$ cat config.mk
export PLATFORM = sky130hd
export DESIGN_NAME = demux1to4_8_wb
export DESIGN_NICKNAME = d
export VERILOG_FILES = /design/src/rtl/demux1to4_8_wb.sv
export SDC_FILE = /design/constraint.sdc
export NUM_CORES = 1
export LEC_CHECK = 0
export CAP_MARGIN = 15
export CELL_PAD_IN_SITES_DETAIL_PLACEMENT = 0
export CELL_PAD_IN_SITES_GLOBAL_PLACEMENT = 1
export CORE_MARGIN = 2
export CORE_UTILIZATION = 40
export CTS_BUF_LIST = sky130_fd_sc_hd__clkbuf_4 sky130_fd_sc_hd__clkbuf_8
export DETAILED_ROUTE_END_ITERATION = 7
export PLACE_DENSITY_LB_ADDON = 0.1
export SYNTH_ARGS = -nofsm -noshare
export SYNTH_HDL_FRONTEND = slang
export SYNTH_SLANG_ARGS = --single-unit
$ cat constraint.sdc
create_clock -name clk -period 2.2 [get_ports clk]
set_input_delay 0.44 -clock clk [delete_from_list [all_inputs] [get_ports clk]]
set_output_delay 0.44 -clock clk [all_outputs]
set_load 0.02 [all_outputs]
$ cat src/rtl/demux1to4_8_wb.sv
// Write-back demultiplexer: steers one bus result into one of four destination
// registers, with a valid/ready handshake and a one-entry skid buffer for stalls.
module demux1to4_8_wb #(
   parameter int unsigned      WIDTH     = 8,
   parameter logic [WIDTH-1:0] RESET_VAL = '0
) (
   input  logic             clk,
   input  logic             rst_n,
   input  logic [WIDTH-1:0] in_data,
   input  logic [1:0]       in_sel,
   input  logic             in_valid,
   output logic             in_ready,
   input  logic             hold,
   output logic [WIDTH-1:0] out0,
   output logic [WIDTH-1:0] out1,
   output logic [WIDTH-1:0] out2,
   output logic [WIDTH-1:0] out3,
   output logic [3:0]       wr_pulse,
   output logic             pending
);

   typedef enum logic {
      IDLE = 1'b0,
      PEND = 1'b1
   } state_t;

   state_t           state;
   logic [WIDTH-1:0] dest [4];
   logic [WIDTH-1:0] skid_data;
   logic [1:0]       skid_sel;
   logic             accept;

   function automatic logic [3:0] onehot(input logic [1:0] sel);
      onehot = 4'b0001 << sel;
   endfunction

   assign pending  = (state == PEND);
   assign in_ready = ~pending;
   assign accept   = in_valid & in_ready;

   // A stalled accept is parked and only committed once hold drops; while
   // parked the input is refused, so at most one commit happens per cycle.
   always_ff @(posedge clk or negedge rst_n) begin
      if (!rst_n) begin
         state     <= IDLE;
         dest[0]   <= RESET_VAL;
         dest[1]   <= RESET_VAL;
         dest[2]   <= RESET_VAL;
         dest[3]   <= RESET_VAL;
         skid_data <= '0;
         skid_sel  <= 2'd0;
         wr_pulse  <= 4'b0000;
      end else begin
         wr_pulse <= 4'b0000;
         case (state)
            IDLE: begin
               if (accept) begin
                  if (hold) begin
                     skid_data <= in_data;
                     skid_sel  <= in_sel;
                     state     <= PEND;
                  end else begin
                     dest[in_sel] <= in_data;
                     wr_pulse     <= onehot(in_sel);
                  end
               end
            end
            PEND: begin
               if (!hold) begin
                  dest[skid_sel] <= skid_data;
                  wr_pulse       <= onehot(skid_sel);
                  state          <= IDLE;
               end
            end
            default: state <= IDLE;
         endcase
      end
   end

   assign out0 = dest[0];
   assign out1 = dest[1];
   assign out2 = dest[2];
   assign out3 = dest[3];

endmodule

==> impl_results.rst, run 1 <==
.. list-table::
   :header-rows: 1

   * - Metric
     - Value
   * - Outcome
     - finished clean
   * - Hold Buf Count CTS
     - 0
   * - Maximum clock frequency
     - 495 MHz
   * - Global-route track usage on met1
     - 25.4%
   * - DIE AREA
     - 5950 um2
   * - Cell Area, Synth
     - 2140 um2
   * - Min cycle time layout
     - 2.02 ns
   * - Worst flop-to-flop path startpoint
     - pending$_DFF_PN0_
   * - Die width
     - 77.1 um
   * - Fraction of registers with async set/reset
     - 100%
   * - Internal
     - 2.06 mW
   * - Yosys top cell by area
     - sky130_fd_sc_hd__dfrtp_1
   * - Power Total
     - 2.93 mW
   * - Least-Margin Pin Slew
     - 0.903 ns
   * - Antenna violations before repair
     - 0
   * - Met2 layer usage reported by global route
     - 29.2%
   * - Port Buf Inserts
     - 51
   * - Total congestion overflow after global routing
     - 0
   * - Cell family contributing the most delay on the critical path
     - buffers and inverters
   * - Total number of vias
     - 1635
   * - Part of the power in the clock network
     - 25.5%
   * - Number of flops mapped to enable cells by yosys
     - 0
   * - Final number of setup-violating endpoints
     - 0
   * - Critical-path cell with the highest stage delay
     - sky130_fd_sc_hd__clkdlybuf4s50_1
   * - Via count of the first global-routing pass
     - 1680
   * - Number of H-tree levels
     - 2
   * - Placed wire-length estimate after detailed placement
     - 3.66 mm
   * - First-pass GRT wire length
     - 8.66 mm
   * - Last weighted congestion value of the routability-driven placer
     - 0.737
   * - Critical path capture point type
     - primary output
   * - Latest clock arrival within the worst-skew pair
     - 0.29 ns
   * - Root buffer cell
     - sky130_fd_sc_hd__clkbuf_8
   * - Net switching power
     - 879 uW
   * - Crit path buf inv count
     - 1
   * - Post-synthesis net count
     - 182
   * - Growth of design area from synthesis to finish
     - 34.2%
   * - Sw frac
     - 30.0%
   * - Met3 track demand over resource
     - 4.00%
   * - Mean Syn Cell Area
     - 12.7 um2
   * - Final critical-path setup slack
     - 0.179 ns
   * - Busiest layer in global routing
     - met2
   * - Post-layout net count
     - 237
   * - Count of distinct cell types in the synthesized netlist
     - 22
   * - Maximum vdd drop
     - 580 uV
   * - Clock Skew
     - 0.0108 ns
   * - Setup repair bufs after CTS
     - 0
   * - Hold crit path type
     - in2async
   * - Number of instances in the synthesized netlist
     - 168
   * - # clock sinks
     - 47
   * - Final hold violation count
     - 0
   * - Largest stage delay on the critical path
     - 0.68 ns
   * - Critical Setup Path Class
     - reg2out
   * - Post-route ant nets
     - 0
   * - Post-route fraction of the period consumed by the critical path
     - 91.9%
   * - Inserted Clock Buffers
     - 5
   * - Total GRT Usage
     - 18.3%
   * - Gates resized, CTS repair
     - 0
   * - Worst-case hold slack
     - 0.229 ns
   * - Largest buffer count on any clock path
     - 2
   * - Initial standard-cell utilization of the core
     - 41.6%
   * - Seq pwr share
     - 41.5%
   * - CP Cell Sequence
     - clkdlybuf4s50_1
   * - Commonest cells in the synthesized netlist
     - sky130_fd_sc_hd__dfrtp_1, sky130_fd_sc_hd__mux2_2
   * - Max Fanout on Critical Path
     - 15
   * - Detailed Route Iter0 Violations
     - 75
   * - Startpoint kind of the worst setup timing path
     - register
   * - Max Slew Vio Count
     - 0
   * - Part of the Yosys area used for sequential elements
     - 55.0%
   * - Per-cell routed wire length
     - 17.8 um
   * - Yosys warnings
     - 0
   * - Number of vias per cell
     - 5.56
   * - Pwr per Cell Area
     - 1020 nW/um2
   * - Part of the total power dissipated in combinational logic
     - 33.0%
   * - Overall die height
     - 77.1 um
   * - IO Pins
     - 52
   * - Most common cell in the netlist
     - sky130_fd_sc_hd__dfrtp_1
   * - Worst slack, placed
     - -0.0461 ns
   * - CP Data Arrival Time
     - 1.58 ns
   * - Core Box Area
     - 5140 um2
   * - Final core utilization
     - 55.8%
   * - Worst rel slew slack
     - 39.6%
   * - Standby leakage power
     - 1.23 nW
   * - Clock input transition at the sequential cells of the worst setup and hold paths
     - 0.09 ns
   * - Fraction of layout cells with a size suffix above 1
     - 21.9%
   * - Data required time at the worst endpoint
     - 1.76 ns
   * - DR DRC count
     - 0
   * - Primary FF master, synth
     - sky130_fd_sc_hd__dfrtp_1
   * - Number of flip-flops and latches in the synthesized netlist
     - 47
   * - Number of antenna repair diodes
     - 0
   * - Number of maximum-capacitance violations
     - 0
   * - Pin count of the biggest net entering global routing
     - 48
   * - Row Count
     - 26
   * - WL final
     - 5.22 mm
   * - Clock tree from TritonCTS
     - built
   * - Number of optimization iterations in the first detailed-route pass
     - 4
   * - Top cell type's share of synthesized area
     - 55.0%
   * - RSZ-0062 raised after global routing
     - false
   * - Crit path launch
     - pending$_DFF_PN0_
   * - Total negative slack
     - 0 ns
   * - Leading cell types by total area after synthesis
     - sky130_fd_sc_hd__dfrtp_1, sky130_fd_sc_hd__mux2_2, sky130_fd_sc_hd__a22o_1
==> path summary, 6_finish.rpt <==
kind	to	slack, ns	cells past startpoint
hold reg to reg	out1[6]$_DFFE_PN0P_	0.51	1
setup reg to reg	out2[0]$_DFFE_PN0P_	0.35	3
setup / recovery	pending	0.18	1
min in group clk	out1[6]$_DFFE_PN0P_	0.51	1
max in group asynchronous	skid_data[4]$_DFFE_PN0P_	1.58	2
hold / removal	wr_pulse[2]$_DFF_PN0_	0.23	2
==> worst register-to-register path, stage by stage, from the launching register on <==
cell and delay, ns:
sky130_fd_sc_hd__dfrtp_1 0.61, sky130_fd_sc_hd__and3b_1 0.43, sky130_fd_sc_hd__o21ba_2 0.33, sky130_fd_sc_hd__mux2_2 0.37
==> registers in the layout, summed over array words and instances (netlist names) <==
signal,cells
wr_pulse,4
skid_sel,2
out0,8
out3,8
out2,8
skid_data,8
pending,1
out1,8
==> metrics by stage <==
stage / instances / area, um2
after floorplan: 168 / 2140
after global placement: 286 / 2730
after detailed placement: 286 / 2730
after CTS: 294 / 2870
after global routing: 294 / 2870
final: 294 / 2870
==> per-layer routing <==
metal  wire [um]  part of all wire [%]
met3         287                   5.5
met4          48                  0.92
met2        2410                    46
met1        2480                    47
met5           0                     0
==> cells by family after synthesis <==
group / after synthesis / synth area share (%)
flops: 47 / 55.0
simple gates: 13 / 5.03
buf+inv: 13 / 3.22
mux: 26 / 13.7
compound gates: 69 / 23.1
==> cells in the final DEF (no fill, tap or decap), types with 2 or more instances in the layout <==
cell type and count:
sky130_fd_sc_hd__a22o_1 16, sky130_fd_sc_hd__nor3b_1 2, sky130_fd_sc_hd__bufinv_16 2, sky130_fd_sc_hd__clkbuf_8 5, sky130_fd_sc_hd__o21ai_0 16, sky130_fd_sc_hd__nor4bb_1 2
sky130_fd_sc_hd__nand3_1 2, sky130_fd_sc_hd__mux2_2 26, sky130_fd_sc_hd__dfrtp_1 47, sky130_fd_sc_hd__and3b_1 3, sky130_fd_sc_hd__a21oi_1 16, sky130_fd_sc_hd__o21ba_2 2
sky130_fd_sc_hd__a2bb2oi_1 16, sky130_fd_sc_hd__clkdlybuf4s50_1 50, sky130_fd_sc_hd__buf_4 9
==> power groups by stage <==
stage | combinational [mW] | sequential (mW) | clock [mW]
2_1_floorplan | 0.296 | 1.42 | 0
3_3_place_gp | 0.962 | 1.22 | 0
3_5_place_dp | 0.973 | 1.23 | 0
4_1_cts | 0.980 | 1.22 | 0.769
5_1_grt | 1.03 | 1.25 | 0.801
6_report | 0.969 | 1.22 | 0.749
==> area by class of cell <==
class | count | area [um2]
Tap cell | 70 | 87.6
Timing Repair Buffer | 60 | 573
Inverter | 1 | 3.75
Multi-Input combinational cell | 108 | 893
Clock buffer | 6 | 76.3
Clock inverter | 2 | 60.1
Fill cell | 479 | 2270
Sequential cell | 47 | 1180
Note: power is estimated with default switching activity, not from simulation.
==> run 2, diff against run 1 <==
- CTS_CLUSTER_DIAMETER: unset -> 50
==> results of run 2 <==
Same layout as run 1: the final DEF is identical, and so are final timing and power.
